## src/rtl/fp32_mul_pipe.sv

```systemverilog
// fp32_mul_pipe: 3-stage pipelined IEEE-754 single-precision multiplier.
//   Round-to-nearest-even, flush-to-zero on inputs and outputs, canonical
//   quiet NaN (QNAN) for every NaN/invalid result.
//   Stages: S1 unpack/classify, S2 24x24 multiply, S3 normalise/round/pack
//   (S3 is the output register).
// Ports:
//   CLK, RST            clock (rising edge), synchronous active-high reset
//   IN_VALID/IN_READY   operand handshake, IN_A/IN_B operands
//   OUT_VALID/OUT_READY product handshake, OUT_DATA product
//   OUT_FLAGS           {NV,OF,UF,NX}, only when FPU_MUL_FLAGS_EN is defined
// Optional feature macro: FPU_MUL_FLAGS_EN
module fp32_mul_pipe #(
  parameter logic [31:0] QNAN = 32'h7FC00000
) (
  input  logic        CLK,
  input  logic        RST,
  input  logic        IN_VALID,
  output logic        IN_READY,
  input  logic [31:0] IN_A,
  input  logic [31:0] IN_B,
  output logic        OUT_VALID,
  input  logic        OUT_READY,
  output logic [31:0] OUT_DATA
`ifdef FPU_MUL_FLAGS_EN
  ,
  output logic [3:0]  OUT_FLAGS
`endif
);

  typedef enum logic [2:0] {
    CLS_NORM,
    CLS_QNAN,
    CLS_INVALID,
    CLS_INF,
    CLS_ZERO
  } cls_t;

  logic en;

  // S1 registers
  logic              s1_valid;
  logic              s1_sign;
  logic signed [9:0] s1_esum;
  logic [23:0]       s1_ma, s1_mb;
  cls_t              s1_cls;

  // S2 registers
  logic              s2_valid;
  logic              s2_sign;
  logic signed [9:0] s2_esum;
  logic [47:0]       s2_p;
  cls_t              s2_cls;

  // S1 combinational unpack
  logic [7:0]        ea, eb;
  logic              a_nan, b_nan, a_inf, b_inf, a_zero, b_zero;
  cls_t              cls_in;
  logic signed [9:0] esum_in;

  // S3 combinational normalise/round/pack
  logic [22:0]       mant, mant_fin;
  logic [23:0]       mant_inc;
  logic              guard, sticky, round_up;
  logic signed [9:0] e_norm, e_fin;
  logic [31:0]       res_data;
`ifdef FPU_MUL_FLAGS_EN
  logic [3:0]        res_flags;
`endif

  assign en       = ~OUT_VALID | OUT_READY;
  assign IN_READY = en;

  always_comb begin
    ea      = IN_A[30:23];
    eb      = IN_B[30:23];
    a_nan   = (&ea) & (|IN_A[22:0]);
    b_nan   = (&eb) & (|IN_B[22:0]);
    a_inf   = (&ea) & ~(|IN_A[22:0]);
    b_inf   = (&eb) & ~(|IN_B[22:0]);
    // exp==0 covers both true zero and denormals (flushed to zero)
    a_zero  = (ea == 8'h00);
    b_zero  = (eb == 8'h00);
    esum_in = {2'b00, ea} + {2'b00, eb} - 10'd127;
    if (a_nan | b_nan)
      cls_in = CLS_QNAN;
    else if ((a_inf & b_zero) | (b_inf & a_zero))
      cls_in = CLS_INVALID;
    else if (a_inf | b_inf)
      cls_in = CLS_INF;
    else if (a_zero | b_zero)
      cls_in = CLS_ZERO;
    else
      cls_in = CLS_NORM;
  end

  always_comb begin
    if (s2_p[47]) begin
      mant   = s2_p[46:24];
      guard  = s2_p[23];
      sticky = |s2_p[22:0];
      e_norm = s2_esum + 10'sd1;
    end else begin
      mant   = s2_p[45:23];
      guard  = s2_p[22];
      sticky = |s2_p[21:0];
      e_norm = s2_esum;
    end
    round_up = guard & (sticky | mant[0]);
    mant_inc = {1'b0, mant} + 24'd1;
    mant_fin = mant;
    e_fin    = e_norm;
    if (round_up) begin
      if (mant_inc[23]) begin
        mant_fin = '0;
        e_fin    = e_norm + 10'sd1;
      end else begin
        mant_fin = mant_inc[22:0];
      end
    end

    res_data = {s2_sign, e_fin[7:0], mant_fin};
`ifdef FPU_MUL_FLAGS_EN
    res_flags = {3'b000, guard | sticky};
`endif
    if (e_fin >= 10'sd255) begin
      res_data = {s2_sign, 8'hFF, 23'h0};
`ifdef FPU_MUL_FLAGS_EN
      res_flags = 4'b0101;
`endif
    end else if (e_fin <= 10'sd0) begin
      res_data = {s2_sign, 31'h0};
`ifdef FPU_MUL_FLAGS_EN
      res_flags = 4'b0011;
`endif
    end

    // Special classes override the arithmetic result
    case (s2_cls)
      CLS_QNAN: begin
        res_data = QNAN;
`ifdef FPU_MUL_FLAGS_EN
        res_flags = 4'b0000;
`endif
      end
      CLS_INVALID: begin
        res_data = QNAN;
`ifdef FPU_MUL_FLAGS_EN
        res_flags = 4'b1000;
`endif
      end
      CLS_INF: begin
        res_data = {s2_sign, 8'hFF, 23'h0};
`ifdef FPU_MUL_FLAGS_EN
        res_flags = 4'b0000;
`endif
      end
      CLS_ZERO: begin
        res_data = {s2_sign, 31'h0};
`ifdef FPU_MUL_FLAGS_EN
        res_flags = 4'b0000;
`endif
      end
      default: ;
    endcase
  end

  always_ff @(posedge CLK) begin
    if (RST) begin
      s1_valid  <= 1'b0;
      s1_sign   <= 1'b0;
      s1_esum   <= '0;
      s1_ma     <= '0;
      s1_mb     <= '0;
      s1_cls    <= CLS_NORM;
      s2_valid  <= 1'b0;
      s2_sign   <= 1'b0;
      s2_esum   <= '0;
      s2_p      <= '0;
      s2_cls    <= CLS_NORM;
      OUT_VALID <= 1'b0;
      OUT_DATA  <= '0;
`ifdef FPU_MUL_FLAGS_EN
      OUT_FLAGS <= '0;
`endif
    end else if (en) begin
      s1_valid  <= IN_VALID;
      s1_sign   <= IN_A[31] ^ IN_B[31];
      s1_esum   <= esum_in;
      s1_ma     <= {1'b1, IN_A[22:0]};
      s1_mb     <= {1'b1, IN_B[22:0]};
      s1_cls    <= cls_in;
      s2_valid  <= s1_valid;
      s2_sign   <= s1_sign;
      s2_esum   <= s1_esum;
      s2_p      <= s1_ma * s1_mb;
      s2_cls    <= s1_cls;
      OUT_VALID <= s2_valid;
      OUT_DATA  <= res_data;
`ifdef FPU_MUL_FLAGS_EN
      OUT_FLAGS <= res_flags;
`endif
    end
  end

endmodule

```

## config.mk

```make
export PLATFORM = sky130hd
export DESIGN_NAME = fp32_mul_pipe
export DESIGN_NICKNAME = d
export VERILOG_FILES = /design/src/rtl/fp32_mul_pipe.sv
export SDC_FILE = /design/constraint.sdc
export NUM_CORES = 2
export LEC_CHECK = 0
export BUFFER_PORTS_ARGS = -buffer_cell sky130_fd_sc_hd__buf_2
export CAP_MARGIN = 20
export CORE_MARGIN = 5
export CORE_UTILIZATION = 30
export CTS_BUF_LIST = sky130_fd_sc_hd__clkbuf_2
export DETAILED_ROUTE_END_ITERATION = 8
export GPL_ROUTABILITY_DRIVEN = 1
export SLEW_MARGIN = 10
export SYNTH_ARGS = -nofsm -noshare
export SYNTH_HDL_FRONTEND = slang
export SYNTH_SLANG_ARGS = --single-unit
export TNS_END_PERCENT = 10
```

## constraint.sdc

```tcl
create_clock -name CLK -period 15.1 [get_ports CLK]
set_clock_uncertainty 0.15 [all_clocks]
set_input_delay 0.755 -clock CLK [delete_from_list [all_inputs] [get_ports CLK]]
set_output_delay 0.755 -clock CLK [all_outputs]
set_load 0.005 [all_outputs]
```

==> After elaboration in Yosys (flattened, before gate mapping) <==
Index checks and enable logic that the tools add are counted.
{ "classes": {"add_sub_neg": 5, "n_mul": 1, "order_cmp": 2, "eq_ne": 4, "n_mux": 15, "n_bitwise": 17, "reduce_logical": 9} }
{ "ops": {"columns": ["op", "count"], "rows": [
  ["case mux 32 bit (3 select lines)", 1],
  ["two-way mux 23 bit", 3],
  ["OR reduction 23 bit", 3],
  ["two-way mux 31 bit", 2],
  ["multiplier 24 x 24 -> 48 bit", 1],
  ["two-way mux 10 bit", 3],
  ["adder 23 x 1 -> 24 bit (second input constant)", 1],
  ["OR reduction 22 bit", 1],
  ["adder 10 x 2 -> 10 bit (second input constant)", 2],
  ["zero test 8 bit", 2],
  ["AND reduction 8 bit", 2],
  ["two-way mux 3 bit", 4],
  [">= comparator 10 x 9 -> 1 bit (second input constant)", 1],
  ["less-or-equal comparator 10 x 1 -> 1 bit (second input constant)", 1],
  ["subtractor 9 x 7 -> 10 bit (second input constant)", 1],
  ["adder 8 x 8 -> 9 bit", 1],
  ["AND 1 bit", 7],
  ["equality test 3 x 2 -> 1 bit (second input constant)", 2],
  ["bitwise OR 1 bit", 6],
  ["equality test 3 x 1 -> 1 bit (second input constant)", 1],
  ["equality test 3 bit (second input constant)", 1],
  ["NOT 1 bit", 3],
  ["two-way mux 1 bit", 2],
  ["OR reduction 2 bit", 1],
  ["bitwise XOR 1 bit", 1]
]} }
{ "word_totals": {"register_bits": 159, "in_bits": 68, "out_inout_bits": 34, "word_cells": 66} }

==> Logic depth before layout (Yosys ltp) <==
{ "logic_depth": {"word_depth": 9, "mapped_depth": 27, "depth_no_buf": 25} }

==> Worst setup path after synthesis <==
No wires, ideal clock.
{ "synth_path": {"kind": "reg-to-reg", "startpoint": "reg s1_mb[3]", "endpoint": "reg s2_p[45]", "setup_time_ns": 0.122, "t_arrival_ns": 6.739, "required_time_ns": 14.828, "slack_ns": 8.089, "path_stages_with_launch": 27, "n_path_buf": 1, "period_less_slack_ns": 7.011, "cell_sequence": "dfxtp_1 -> clkbuf_1 -> nand2_1 -> fa_1 -> inv_1 -> fa_1 -> inv_1 -> fa_1 -> inv_1 -> fa_1 -> inv_1 -> fa_1 -> inv_1 -> fa_1 -> inv_1 -> fa_1 -> inv_1 -> ha_1 -> a21oi_1 -> o21ai_0 -> a41oi_1 -> o211ai_1 -> o31a_1 -> o21ai_0 -> a21boi_0 -> o2111a_1 -> a311o_1"} }
{ "synth_between": {"elab_chain_len": 1} }
{ "synth_lines": {"columns": ["item", "line_no", "text"], "rows": [
  ["start, declared", "44", "logic [23:0] s1_ma, s1_mb;"],
  ["start signal, assigned", "190", "s1_mb <= {1'b1, IN_B[22:0]};"],
  ["multiplier 24 x 24 -> 48 bit", "195", "s2_p <= s1_ma * s1_mb;"],
  ["end signal, assigned", "195", null],
  ["end, declared", "51", "logic [47:0] s2_p;"]
]} }
Every way passes these cells.
A chain may end at the register's enable or synchronous reset.

==> Worst setup path in the final report <==
{ "layout_path": {"startpoint": "reg s1_ma[16]", "endpoint": "reg s2_p[45]"} }
{ "layout_between": {"elab_chain_len": 1} }
{ "layout_lines": {"columns": ["item", "line_no", "text"], "rows": [
  ["start, declared", "44", null],
  ["start signal, assigned", "189", "s1_ma <= {1'b1, IN_A[22:0]};"],
  ["multiplier 24 x 24 -> 48 bit", "195", null]
]} }
Every way passes these cells.

==> metrics.txt <==
status=finished clean; syn_nets=3878; post-route cell area=0.02908 mm²; CTS tree=done; register share of total power=0.212; synthesized cell area=0.02669 mm²; commonest non-fill, non-tap cell in the layout=inv_1; worst hold endpoint=s1_esum[0]; depth of the worst hold-timing path=4; Top Ports=102; die height=308.3 µm; Final Cycle Share=0.5321; placed cell areas=0.02830 mm²; TritonRoute pass-1 iters=5; combinational share of power=0.687; Crit-path slowest cell=dfxtp_1; GR Overflow Total=0; drc violations=0; Final HPWL DP=57.69 mm; Int Pwr=0.001310 W; die extent in x=308.3 µm; H-tree depth=4; row cnt=109; number of gates resized after cts=0; Num CTS Buffers=17; Routed WL per cell=16.91 µm; crit path max fanout=25; RePlAce Congestion=0.9058; initial antenna violation count=5; post-layout min period=8035 ps; Yosys reg bits=158; largest net degree at the start of global routing=86; Critical Path Most Common Cell=fa_1; warnings from Yosys=0; R2R depth=24; Fmax=0.1245 GHz; area leader, netlist=fa_1; Worst-Skew Late Latency=900 ps; Worst slew margin=0.2601; R2R Path Start=s1_ma[16]; DR iter-0 viols=1755; Critical Path RT=15800 ps; Clock Power Share=0.101; Synth top area share=0.3623; Sink Count=158; Setup crit end kind=register; final setup fails=0; first-pass GRT wire length=121.7 mm; clk slew on worst S/H paths=340 ps; Setup TNS=0 ps; Buffers on Ports=101; switching fraction of total power=0.5240; Seq/Total Area, Yosys=0.1185; full die area=0.09502 mm²; most frequent cells in the layout=inv_1 (564), nand2_1 (529), fa_1 (483), and2_1 (309), ha_1 (192); P_leak=13.64 nW; non-filler cells, final=4360; worst-path cell chain=and2_1, fa_1, fa_1, inv_1, fa_1, inv_1, fa_1, inv_1, fa_1, inv_1, fa_1, inv_1, fa_1, inv_1, ha_1, a21oi_1, o21ai_0, a41oi_1, o211ai_1, o31a_1, o21ai_0, a21boi_0, o2111a_1, a311o_1; post-placement cell count=4274; asr flop ratio synth=0; worst min path class=input port to register; PD cells=94.64 mW/mm²; Critical Path Source Type=register; Netlist cell types=85; Syn Area/Cell=8.513 µm²; reg2reg end=s2_p[45]; Worst EP arrival=8730 ps; WS Path Type=register to register; prevailing post-synth register cell=dfxtp_1; Via density=4.794; Layout Utilization=0.3290; DRT Wirelength=73.71 mm; Final Hold Fails=0; max_cap viols=0; Final nets=3920; Layout Area Growth over Synthesis=8.945%; Synth Instances=3135; Core Area=0.08837 mm²; worst vdd ir=0.07140 mV; CTS root buf=clkbuf_2; Hold Crit Start=IN_A[23]; worst slew pin tran=1108 ps; reg-to-reg slack, setup=7060 ps; main area contributors after synthesis=fa_1 (36%), dfxtp_1 (12%), ha_1 (9.0%); gr usage total=0.1584; Antenna Nets Post-Route=0; Vias=20900; Max stage delay on crit path=1090 ps; final max-slew violation count=0; Post-synth EDFFs=0; Psw=0.001442 W; vias in the first global route=21660; fraction of layout cells with a size suffix above 1=0.06364; clk buf depth=2; Initial Util=0.3020; RSZ-0062 raised after global routing=false
[flip-flops by register name, summed over array words and instances, names as in the netlist]
register / flops
s1_ma: 24
s2_esum: 10
s1_mb: 23
OUT_DATA: 32
s2_sign: 1
s2_valid: 1
OUT_VALID: 1
s2_p: 48
s1_esum: 10
s1_valid: 1
s2_cls: 3
s1_cls: 3
s1_sign: 1
[repair_timing]
item	in CTS	in global routing
buffers inserted	0	0
endpoints found under the hold margin	48	0
hold buffers	49	0
[layer usage]
| layer | track usage | part of all wire | vias up |
|---|---|---|---|
| li1 | - | - | 9829 |
| met4 | 0.02459 | 0.011 | 2 |
| met1 | 0.2359 | 0.48 | 10440 |
| met3 | 0.03825 | 0.079 | 45 |
| met5 | 0 | 0.000095 | - |
| met2 | 0.2386 | 0.43 | 589 |
[area by class of cell]
type	instances	area [µm²]
sequential	158	3164
timing repair buffer	190	1299
antenna	5	12.51
tap	1165	1458
clock inverter	15	187.7
fill	9341	59300
multi-input combinational	2245	20750
inverter	565	2123
clock buffer	17	85.08
[worst max-delay path: cells and delay by family, from the launching register on]
family / cells / cell delay (ps)
AO/OA/AOI/OAI: 9 / 2250
adder cells (fa/ha/maj): 8 / 3920
buffers and inverters: 6 / 330
flip-flops: 1 / 1090
AND/OR/NAND/NOR: 1 / 270
[cells in the mapped netlist, types with 5 or more instances]
cell,count
a31oi_1,10
buf_1,5
xor2_1,24
xnor2_1,39
nand2b_1,7
o21ai_0,47
a311oi_1,10
and2_1,309
o31ai_1,5
or3_1,9
and3_1,16
a21boi_0,5
nand4_1,17
clkbuf_1,152
ha_1,192
o21a_1,10
o21bai_1,10
a21o_1,25
mux2i_1,10
nand4b_1,5
a22o_1,5
nand3_1,32
nor2b_1,10
a211oi_1,32
a32o_1,16
inv_1,565
dfxtp_1,158
o211ai_1,13
fa_1,483
nor3_1,19
a21oi_1,172
nor4_1,26
nor2_1,76
nand2_1,529
[kinds of logic (layout without fill, tap and decap cells)]
| group | Yosys count | in the layout | share of synthesized area |
|---|---|---|---|
| AOI/OAI and AO/OA | 401 | 401 | 0.09700 |
| xor gates and xnor gates | 63 | 63 | 0.02068 |
| adders and majority gates | 677 | 677 | 0.4531 |
| buffers and inverters | 732 | 787 | 0.1045 |
| DFF | 158 | 158 | 0.1185 |
| muxes | 15 | 15 | 0.005860 |
| other | 0 | 5 | 0 |
| and+or+nand+nor | 1089 | 1089 | 0.2004 |
[power groups by stage]
| stage | Clock, W | Sequential [W] | Combinational (W) |
|---|---|---|---|
| finish | 0.000279 | 0.000583 | 0.00189 |
| global route | 0.000303 | 0.000592 | 0.00212 |
| global placement | 0 | 0.000586 | 0.00185 |
| floorplan | 0 | 0.000542 | 0.00131 |
| detailed placement | 0 | 0.000586 | 0.00183 |
| CTS | 0.000290 | 0.000579 | 0.00188 |
[per-stage QoR]
stage | hold slack [ps] | setup slack, ps | power, W
after floorplan | 281.5 | 8089 | 0.001853
after CTS | 60.43 | 7078 | 0.002752
after global placement | 289.3 | 7155 | 0.002433
final | 169.6 | 7065 | 0.002752
after detailed placement | 294.8 | 7140 | 0.002421
after global routing | 102.0 | 6638 | 0.003019
[how the worst max path moves through the flow]
stage | startpoint | to
3_5_place_dp | s1_ma[16] | s2_p[45]
4_1_cts | s1_ma[16] | s2_p[45]
3_3_place_gp | s1_ma[16] | s2_p[45]
5_1_grt | s1_ma[16] | s2_p[45]
2_1_floorplan | s1_mb[3] | s2_p[45]
6_report | s1_ma[16] | s2_p[45]
(Power assumes the default switching activity.)
